## config.mk

```make
export PLATFORM = sky130hd
export DESIGN_NAME = uart_transmitter
export DESIGN_NICKNAME = d
export VERILOG_FILES = /design/src/rtl/uart_pkg.sv /design/src/rtl/uart_baud_gen.sv /design/src/rtl/uart_transmitter.sv
export SDC_FILE = /design/constraint.sdc
export NUM_CORES = 1
export LEC_CHECK = 0
export ABC_CLOCK_PERIOD_IN_PS = 1640
export CAP_MARGIN = 20
export CORE_MARGIN = 2
export CORE_UTILIZATION = 47
export DETAILED_ROUTE_END_ITERATION = 10
export PLACE_DENSITY = 0.73
export SLEW_MARGIN = 20
export SYNTH_ARGS = -nofsm -noshare
export SYNTH_HDL_FRONTEND = slang
export SYNTH_HIERARCHICAL = 1
export SYNTH_SLANG_ARGS = --single-unit
export TNS_END_PERCENT = 50
```

## constraint.sdc

```tcl
create_clock -name clk -period 1.64 [get_ports clk]
set_clock_uncertainty 0.15 [all_clocks]
set_input_delay 0.164 -clock clk [delete_from_list [all_inputs] [get_ports clk]]
set_output_delay 0.164 -clock clk [all_outputs]
set_load 0.05 [all_outputs]
```

## src/rtl/uart_pkg.sv

```systemverilog
// Shared UART definitions: FSM state encodings, frame constants and sizing helpers.
package uart_pkg;

  typedef enum logic [2:0] {
    ST_IDLE   = 3'b000,
    ST_START  = 3'b001,
    ST_DATA   = 3'b010,
    ST_STOP   = 3'b011,
    ST_PARITY = 3'b100
  } uart_state_e;

  localparam int unsigned DATA_BITS   = 8;
  localparam logic        IDLE_LEVEL  = 1'b1;
  localparam logic        START_LEVEL = 1'b0;

  // Counter width for a 0..n-1 counter, never narrower than one bit.
  function automatic int unsigned cnt_width(input int unsigned n);
    return ($clog2(n) > 1) ? $clog2(n) : 1;
  endfunction

endpackage

```

## src/rtl/uart_baud_gen.sv

```systemverilog
// Bit-period counter: bit_done marks the last clock of every serial bit.
module uart_baud_gen
  import uart_pkg::*;
#(
  parameter int unsigned CLKS_PER_BIT = 1
) (
  input  logic clk,
  input  logic rst,
  input  logic clear,
  output logic bit_done
);

  localparam int unsigned    CW   = cnt_width(CLKS_PER_BIT);
  localparam logic [CW-1:0]  LAST = CW'(CLKS_PER_BIT - 1);

  logic [CW-1:0] cnt_q, cnt_d;

  assign bit_done = (cnt_q == LAST);

  always_comb begin
    cnt_d = cnt_q + CW'(1);
    if (clear || bit_done) begin
      cnt_d = '0;
    end
  end

  always_ff @(posedge clk) begin
    if (rst) begin
      cnt_q <= '0;
    end else begin
      cnt_q <= cnt_d;
    end
  end

endmodule

```

## src/rtl/uart_transmitter.sv

```systemverilog
// UART transmitter: start bit, 8 data bits MSB first, optional parity, 1 or 2 stop bits.
module uart_transmitter
  import uart_pkg::*;
#(
  parameter int unsigned CLKS_PER_BIT = 1,
  parameter int unsigned PARITY_EN    = 0,
  parameter int unsigned PARITY_ODD   = 0,
  parameter int unsigned STOP_BITS    = 1
) (
  input  logic       clk,
  input  logic       rst,
  input  logic [7:0] data_in,
  input  logic       tx_valid,
  output logic       tx_ready,
  output logic       data_t,
  output logic       busy
);

  uart_state_e state_q, state_d;
  logic [DATA_BITS-1:0] shift_q, shift_d;
  logic [2:0]           bit_cnt_q, bit_cnt_d;
  logic                 stop_cnt_q, stop_cnt_d;
  logic                 parity_q, parity_d;
  logic                 data_t_q, data_t_d;
  logic                 bit_done;
  logic                 last_stop;
  logic                 accept;

  uart_baud_gen #(
    .CLKS_PER_BIT(CLKS_PER_BIT)
  ) u_baud (
    .clk      (clk),
    .rst      (rst),
    .clear    ((state_q == ST_IDLE) || accept),
    .bit_done (bit_done)
  );

  assign last_stop = (state_q == ST_STOP) && bit_done &&
                     (stop_cnt_q == 1'(STOP_BITS - 1));

  always_comb begin
    tx_ready = !rst && ((state_q == ST_IDLE) || last_stop);
  end

  assign accept = tx_valid && tx_ready;
  assign data_t = data_t_q;
  assign busy   = (state_q != ST_IDLE);

  always_comb begin
    state_d    = state_q;
    shift_d    = shift_q;
    bit_cnt_d  = bit_cnt_q;
    stop_cnt_d = stop_cnt_q;
    parity_d   = parity_q;

    unique case (state_q)
      ST_IDLE: ;
      ST_START: begin
        if (bit_done) state_d = ST_DATA;
      end
      ST_DATA: begin
        if (bit_done) begin
          shift_d   = {shift_q[DATA_BITS-2:0], 1'b0};
          bit_cnt_d = bit_cnt_q + 3'd1;
          if (bit_cnt_q == 3'd7) begin
            state_d = (PARITY_EN != 0) ? ST_PARITY : ST_STOP;
          end
        end
      end
      ST_PARITY: begin
        if (bit_done) state_d = ST_STOP;
      end
      ST_STOP: begin
        if (bit_done) begin
          if (last_stop) begin
            stop_cnt_d = 1'b0;
            state_d    = ST_IDLE;
          end else begin
            stop_cnt_d = stop_cnt_q + 1'b1;
          end
        end
      end
      default: state_d = ST_IDLE;
    endcase

    // Acceptance overrides the per-state update, covering both IDLE and the final stop cycle.
    if (accept) begin
      state_d    = ST_START;
      shift_d    = data_in;
      bit_cnt_d  = '0;
      stop_cnt_d = 1'b0;
      parity_d   = (PARITY_ODD != 0) ? ~^data_in : ^data_in;
    end

    // The line is registered from the next state so each level appears with its state.
    unique case (state_d)
      ST_START:  data_t_d = START_LEVEL;
      ST_DATA:   data_t_d = shift_d[DATA_BITS-1];
      ST_PARITY: data_t_d = parity_d;
      default:   data_t_d = IDLE_LEVEL;
    endcase
  end

  always_ff @(posedge clk) begin
    if (rst) begin
      state_q    <= ST_IDLE;
      shift_q    <= '0;
      bit_cnt_q  <= '0;
      stop_cnt_q <= 1'b0;
      parity_q   <= 1'b0;
      data_t_q   <= IDLE_LEVEL;
    end else begin
      state_q    <= state_d;
      shift_q    <= shift_d;
      bit_cnt_q  <= bit_cnt_d;
      stop_cnt_q <= stop_cnt_d;
      parity_q   <= parity_d;
      data_t_q   <= data_t_d;
    end
  end

endmodule

```

Yosys cells after proc, flatten, opt, wreduce, memory -nomap -nowiden
Cells that the tools add are included.
- flip-flop bits (word level): 18
- bits of input ports: 11
- output and inout bits: 3
- add/subtract/negate cells: 3
- eq/ne operators: 9
- muxes and demuxes: 14
- bitwise operators: 2
- reduce and logical (&&, ||, !) cells: 17
- operators with widths (operator ; count):
    $mux W8 ; 3
    $mux W3 ; 7
    $pmux W3 S5 ; 1
    $eq A3 B2 Y1 const B ; 3
    $eq A3 B3 Y1 const B ; 3
    $reduce_xor A8 Y1 ; 1
    $eq A3 B1 Y1 const B ; 2
    $reduce_and A2 Y1 ; 3
    $logic_and A1 B1 Y1 ; 4
    $reduce_or A2 Y1 ; 2
    $add A3 B1 Y3 const B ; 1
    $logic_not A3 Y1 ; 1
    $logic_or A1 B1 Y1 ; 3
    $pmux W1 S3 ; 1
    $reduce_bool A3 Y1 ; 1
    $add A1 B1 Y1 const B ; 2
    $mux W1 ; 2
    $ne A2 B2 Y1 const B ; 1
    $not A1 Y1 ; 2
    $reduce_bool A2 Y1 ; 1
    $logic_not A1 Y1 ; 1

Longest topological paths before layout
Gate-level depths: netlist of run 1.
- word-level depth: 9
- gate-level depth with buffers: 8

Hierarchy
The synthesis of run 1 kept the hierarchy.
- by module, submodules not included (module ; instances ; cells an instance ; area each (µm²) ; sequential area each (µm²)):
    uart_transmitter ; 1 ; 99 ; 938.4 ; 340.3
    uart_baud_gen ; 1 ; 3 ; 27.5 ; 20.0

Least setup slack after synthesis of run 1
No wires, ideal clock.
- path type: register -> register
- start point: reg bit_cnt_q[0]
- end point: reg data_t_q, in the netlist data_t
- setup time: 0.078 ns
- arrival time: 1.442 ns
- data required time: 1.412 ns
- path slack: -0.030 ns
- cell stages (with the launch flop): 6
- path buffers: 0
- cell sequence: dfxtp_1 -> ha_1 -> ha_1 -> a221o_1 -> a311o_1 -> a32oi_1
- cells in the longest elaborated chain, start to end: 7
- ends and longest elaborated chain (what ; RTL line ; RTL):
    start: declaration ; uart_transmitter.sv:21 ; logic [2:0] bit_cnt_q, bit_cnt_d;
    start signal: assignment ; uart_transmitter.sv:115 ; bit_cnt_q <= bit_cnt_d;
    $eq A3 B3 Y1 (*) ; uart_transmitter.sv:65 ; if (bit_cnt_q == 3'd7) begin
    $mux W3 (*) ; uart_transmitter.sv:65 ;
    $mux W3 (*) ; uart_transmitter.sv:62 ; if (bit_done) begin
    $pmux W3 S5 (*) ; uart_transmitter.sv:56 ; unique case (state_q)
    $mux W3 (*) ; uart_transmitter.sv:87 ; if (accept) begin
    $eq A3 B3 Y1 (tied with other cells) ; uart_transmitter.sv:96 ; unique case (state_d)
    $pmux W1 S3 (*) ; uart_transmitter.sv:96 ;
    end signal: assignment ; uart_transmitter.sv:118 ; data_t_q <= data_t_d;
    end: declaration ; uart_transmitter.sv:24 ; logic data_t_q, data_t_d;
Every way passes the cells marked *; elsewhere a longest branch is shown, timed or not.
A chain may end at the register's enable or synchronous reset.

Worst setup path after layout of run 1
- start point: reg state_q[1]
- end point: out tx_ready
- cells in the longest elaborated chain, start to end: 5
- ends and longest elaborated chain (what ; RTL line ; RTL):
    start: declaration ; uart_transmitter.sv:19 ; uart_state_e state_q, state_d;
    start signal: assignment ; uart_transmitter.sv:113 ; state_q <= state_d;
    $eq A3 B2 Y1 ; uart_transmitter.sv:38 ; assign last_stop = (state_q == ST_STOP) && bit_done &&
    $logic_and A1 B1 Y1 (2 in a row) ; uart_transmitter.sv:38 ;
    $logic_or A1 B1 Y1 (*) ; uart_transmitter.sv:42 ; tx_ready = !rst && ((state_q == ST_IDLE) || last_stop);
    $logic_and A1 B1 Y1 (*) ; uart_transmitter.sv:42 ;
    end: declaration ; uart_transmitter.sv:14 ; output logic tx_ready,
Marked as above.

==> results of run 1 <==
## power groups by stage
stage	Sequential, mW	Combinational, mW	Clock [mW]
after floorplan	0.487	0.123	0
after global placement	0.484	0.193	0
after detailed placement	0.486	0.198	0
after CTS	0.473	0.211	0.222
after global routing	0.477	0.242	0.242
final	0.474	0.224	0.221
## final timing paths
path	from	endpoint	slack (ps)
hold / removal	stop_cnt_q$_SDFFE_PP0N_	stop_cnt_q$_SDFFE_PP0N_	350
setup reg to reg	u_baud/cnt_q$_SDFF_PP0_	data_t$_SDFF_PP1_	-70
hold reg to reg	stop_cnt_q$_SDFFE_PP0N_	stop_cnt_q$_SDFFE_PP0N_	350
setup / recovery	state_q[1]$_SDFF_PP0_	tx_ready	-80
## worst reg2reg max path, stage by stage, from the launching register on
cell and delay, ps:
dfxtp_2 350, inv_4 50, nor4bb_4 160, buf_4 150
a221o_1 350, a311o_1 280, a32oi_1 160
## layout make-up
class	instances	area [µm²]	area share
Multi-Input combinational cell	71	608	0.448
Sequential cell	18	375	0.276
Timing Repair Buffer	31	298	0.219
Tap cell	27	33.8	0.0249
Clock buffer	3	22.5	0.0166
Inverter	5	21.3	0.0157
## timing repair
item	in CTS	in global routing
hold endpoints to repair	0	0
gates cloned	0	0
pin swaps	4	4
endpoints found under the setup margin	12	17
resized for setup	20	15
setup buffers	4	2
## metrics by stage
step | setup TNS (ps) | instances | util
3_3_place_gp | -368 | 146 | 0.605
6_report | -154 | 155 | 0.700
5_1_grt | -835 | 155 | 0.700
3_5_place_dp | -714 | 146 | 0.605
2_1_floorplan | 0 | 101 | -
4_1_cts | -64.5 | 153 | 0.666
## registers in the layout, indices dropped and copies added (netlist names)
name and cells:
shift_q 8, data_t 1, u_baud/cnt_q 1, state_q 3, bit_cnt_q 3, stop_cnt_q 1
parity_q 1
## metal layers
layer | GRT usage | vias up | share of wire | wire length [µm]
met3 | 0.0429 | 7 | 0.031 | 67
met1 | 0.227 | 409 | 0.41 | 896
met2 | 0.360 | 17 | 0.53 | 1170
li1 | - | 415 | - | -
met5 | 0 | - | 0 | 0
met4 | 0.0905 | 0 | 0.026 | 56
## cells in the final DEF (no fill, tap or decap), types with 2 or more instances in the layout
master           count
mux2i_1              9
o21ai_0              2
a21oi_2              2
clkbuf_4             3
a211oi_2             3
xor2_1               2
nand2_1              3
buf_4               15
buf_12               2
buf_6                4
inv_1                4
xnor2_1              6
dfxtp_2              3
dfxtp_1             12
nor2_2               4
a211oi_1             4
clkdlybuf4s50_1     10
dfxtp_4              3
ha_4                 2
nor2_1               9
nor3b_1              2
==> results.tsv, run 1 <==
metric	value	unit
cts-hold-fix-buffers	0	
cts_buffers	3	
drv_cap	0	
dieHeight	49.2	µm
seqPwrFrac	0.516	
die_w	49.2	µm
grt_setup_unrepaired	true	
cts_sinks	18	
cp_max_fo	6	
grt_max_degree	17	
ios	14	
antenna_cells	0	
syn_to_final_growth	41.2	%
hpwl	1.49	mm
final_net_count	143	
hold_depth	2	
std_cell_rows	16	
cp_top_family	simple AND/OR/NAND/NOR gates	
syn_area	962	µm²
grt_pass1_wl	3.73	mm
crit_path_end_kind	primary output	
cpPeakStageDelay	380	ps
dpl_worst_slack	-148	ps
routabilityCongestion	0.871	
synth_area_per_cell	9.53	µm²
routed_wirelength	2.19	mm
p_per_area	677	nW/µm²
timing.final.crit_period	1720	ps
htreeDepth	1	
wl_per_cell	14.1	µm
drive_gt1_frac	0.383	
grt_overflow	0	
post_dp_cell_area	1170	µm²
cp_slowest_cell	dfxtp_4	
final-setup-viol-count	3	
final_hold_viol_count	0	
clock_path_buffers	2	
path_buf_inv	1	
initial_utilization	0.495	
hold_ws	346	ps
fin_area	1360	µm²
vias_per_cell	5.47	
drt_pass1_iterations	4	
drt_iter0_markers	9	
ir_drop	614	µV
clk_latency	300	ps
drc	0	
die_area	2430	µm²
core_region_area	1940	µm²
hold_path.class	reg2reg	
yosysWarnings	6	
slew_viol_final	0	
max_clock_freq	581	MHz
period_share	1.05	
fill_cells	164	
leakage	0.499	nW
sw_frac_of_total	0.281	
pwr-share-comb	0.244	
violations	negative setup slack	
clk_pin_slew	100	ps
crit_chain	or2_4 -> a21oi_2 -> and2_4 -> buf_12	
grt_antenna_before_repair	0	
path_depth	4	
ff2ff_path_depth	6	
start_kind	register	
via_count	848	
power	0.920	mW
path_class	reg2out	
pwr-share-clk	0.240	
detail-route-antenna-nets	0	
cts_tree	done	
cts_root_buffer	clkbuf_4	
fin_ws	-81.2	ps
arrival	1410	ps
syn-num-nets	114	
io_buffer_count	13	
grt_pass1_vias	818	
p_switching	0.258	mW
status	complete, but fails checks	
synth_cells	101	
p_int	0.662	mW
track_usage	0.202	
critPathRequiredTime	1330	ps
No activity file was read; power rests on OpenSTA's default activity.
==> run 2, diff against run 1 <==
CELL_PAD_IN_SITES_DETAIL_PLACEMENT = 0   (was default)
CELL_PAD_IN_SITES_GLOBAL_PLACEMENT = 1   (was default)
CORE_UTILIZATION = 36   (was 47)
PLACE_DENSITY = default   (was 0.73)
PLACE_DENSITY_LB_ADDON = 0.1   (was default)
==> run 2 against run 1 <==
  * The run still ends with negative setup slack left
  * Hold slack got worse by 22 ps
  * Global-route usage fell by 5.9 points
  * Largest power group unchanged
  * Routed wire length fell by 7.0%
  * Clock power barely moved
  * Cell count rose by 1.3%
==> results.tsv, run 2 (synthesized netlist as in run 1, its figures left out) <==
metric	value	unit	change
power	0.906	mW	was 0.920 mW
r2r_setup_slack	-50	ps	was -70 ps
max_clock_freq	574	MHz	was 581 MHz
status	complete, but fails checks		unchanged
drv_cap	0		unchanged
clk_latency	290	ps	was 300 ps
routed_wirelength	2.04	mm	was 2.19 mm
grt_overflow	0		unchanged
drt_iter0_markers	23		was 9
p_int	0.659	mW	was 0.662 mW
pwr-share-clk	0.241		was 0.240
seqPwrFrac	0.521		was 0.516
cpPeakStageDelay	370	ps	was 380 ps
final_hold_viol_count	0		unchanged
fill_cells	238		was 164
htreeDepth	1		unchanged
std_cell_rows	18		was 16
sw_frac_of_total	0.273		was 0.281
rr_endpoint	data_t$_SDFF_PP1_		unchanged
vias_per_cell	4.98		was 5.47
cts_sinks	18		unchanged
violations	negative setup slack		unchanged
via_count	782		was 848
critPathRequiredTime	1330	ps	about the same
cp_max_fo	4		was 6
ff2ff_path_depth	5		was 6
mostFrequentLayoutCell	buf_4		unchanged
syn_to_final_growth	35.9	%	was 41.2%
final_net_count	142		was 143
arrival	1430	ps	was 1410 ps
leakage	0.486	nW	was 0.499 nW
crit_chain	buf_6 -> nand4b_1 -> a21oi_2 -> and2_4 -> buf_12		was or2_4 -> a21oi_2 -> and2_4 -> buf_12
largestRegisters	shift_q x8, bit_cnt_q x3, state_q x3		unchanged
die_w	55.7	µm	was 49.2 µm
io_buffer_count	13		unchanged
final-setup-viol-count	3		unchanged
final_cell_mix	buf_4, nor2_1, dfxtp_1, clkdlybuf4s50_1, mux2i_1		was buf_4, dfxtp_1, clkdlybuf4s50_1, mux2i_1, nor2_1
cts-hold-fix-buffers	0		unchanged
p_per_area	693	nW/µm²	was 677 nW/µm²
track_usage	0.143		was 0.202
pwr-share-comb	0.238		was 0.244
detail-route-antenna-nets	0		unchanged
grt_setup_unrepaired	true		unchanged
hold_ws	324	ps	was 346 ps
antenna_cells	0		unchanged
timing.final.crit_period	1740	ps	was 1720 ps
hold_depth	2		unchanged
hold_path_startpoint	stop_cnt_q$_SDFFE_PP0N_		unchanged
hpwl	1.50	mm	was 1.49 mm
drive_gt1_frac	0.307		was 0.383
clock_path_buffers	2		unchanged
fin_ws	-103	ps	was -81.2 ps
crit_path_end_kind	primary output		unchanged
cp_slowest_cell	dfxtp_2		was dfxtp_4
die_area	3100	µm²	was 2430 µm²
largest_reg_flops	8		unchanged
p_switching	0.247	mW	was 0.258 mW
dp_cells	150		was 146
cts_buffers	3		unchanged
drc	0		unchanged
top_register	shift_q		unchanged
ios	14		unchanged
grt_max_degree	17		unchanged
ir_drop	428	µV	was 614 µV
drt_pass1_iterations	4		unchanged
grt_pass1_wl	3.46	mm	was 3.73 mm
grt_pass1_vias	797		was 818
start_kind	register		unchanged
cts_tree	done		unchanged
reg2reg_from	state_q[0]$_SDFF_PP0_		was u_baud/cnt_q$_SDFF_PP0_
routabilityCongestion	0.705		was 0.871
path_class	reg2out		unchanged
grt_antenna_before_repair	0		unchanged
min_to	stop_cnt_q$_SDFFE_PP0N_		unchanged
period_share	1.06		was 1.05
final_cells	157		was 155
core_region_area	2500	µm²	was 1940 µm²
hold_path.class	reg2reg		unchanged
slew_viol_final	0		unchanged
initial_utilization	0.385		was 0.495
dieHeight	55.7	µm	was 49.2 µm
cts_root_buffer	clkbuf_4		unchanged
wl_per_cell	13.0	µm	was 14.1 µm
clk_pin_slew	110	ps	was 100 ps
## run 2: changes by cell type in the layout (fill, tap and decap cells not counted), sizes merged
cell | previous run | this run
buf | 21 | 20
## run 2: worst max-delay path, delay by kind of cell (launching register included)
family	cells	cell delay [ps]
and+or+nand+nor	2	330
buffers and inverters	2	240
AOI/OAI and AO/OA	1	210
DFF	1	370
## run 2: metal layers
metal	global-route usage	wire length [µm]	share of wire
met2	0.250	983	0.48
met5	0	0	0
met4	0.0418	10	0.0049
met3	0.0372	51	0.025
met1	0.172	993	0.49
## run 2: repair_timing
action	CTS	global route
endpoints found under the setup margin	10	12
gates resized for setup	16	5
buffers inserted	3	1
pin swaps	3	5
## run 2: layout make-up
cell class | instances | area, µm² | area share
Multi-Input combinational cell | 71 | 571 | 0.436
Tap cell | 30 | 37.5 | 0.0287
Inverter | 5 | 18.8 | 0.0144
Clock buffer | 3 | 22.5 | 0.0172
Timing Repair Buffer | 30 | 287 | 0.219
Sequential cell | 18 | 372 | 0.284
## run 2: how the worst max path moves through the flow
stage,to,slack (ps),cells past startpoint,startpoint
2_1_floorplan,data_t$_SDFF_PP1_,7,5,bit_cnt_q[0]$_SDFFE_PP0P_
3_3_place_gp,data_t$_SDFF_PP1_,-80,5,tx_valid
3_5_place_dp,data_t$_SDFF_PP1_,-130,5,tx_valid
4_1_cts,tx_ready,-70,5,state_q[1]$_SDFF_PP0_
5_1_grt,tx_ready,-190,5,state_q[1]$_SDFF_PP0_
6_report,tx_ready,-100,5,state_q[1]$_SDFF_PP0_
## run 2: power by group through the flow
stage	clock network [mW]	registers, mW	logic, mW
floorplan	0	0.487	0.123
global placement	0	0.486	0.199
detailed placement	0	0.485	0.200
CTS	0.230	0.475	0.214
global route	0.252	0.476	0.233
finish	0.218	0.473	0.215
## run 2: stage by stage
step,setup TNS (ps),area (µm²),util,setup WS (ps)
6_report,-157,1310,0.523,-103
5_1_grt,-702,1310,0.523,-190
4_1_cts,-141,1280,0.514,-72.4
3_5_place_dp,-729,1190,0.474,-134
3_3_place_gp,-437,1190,0.474,-75.5
2_1_floorplan,0,962,-,7.36
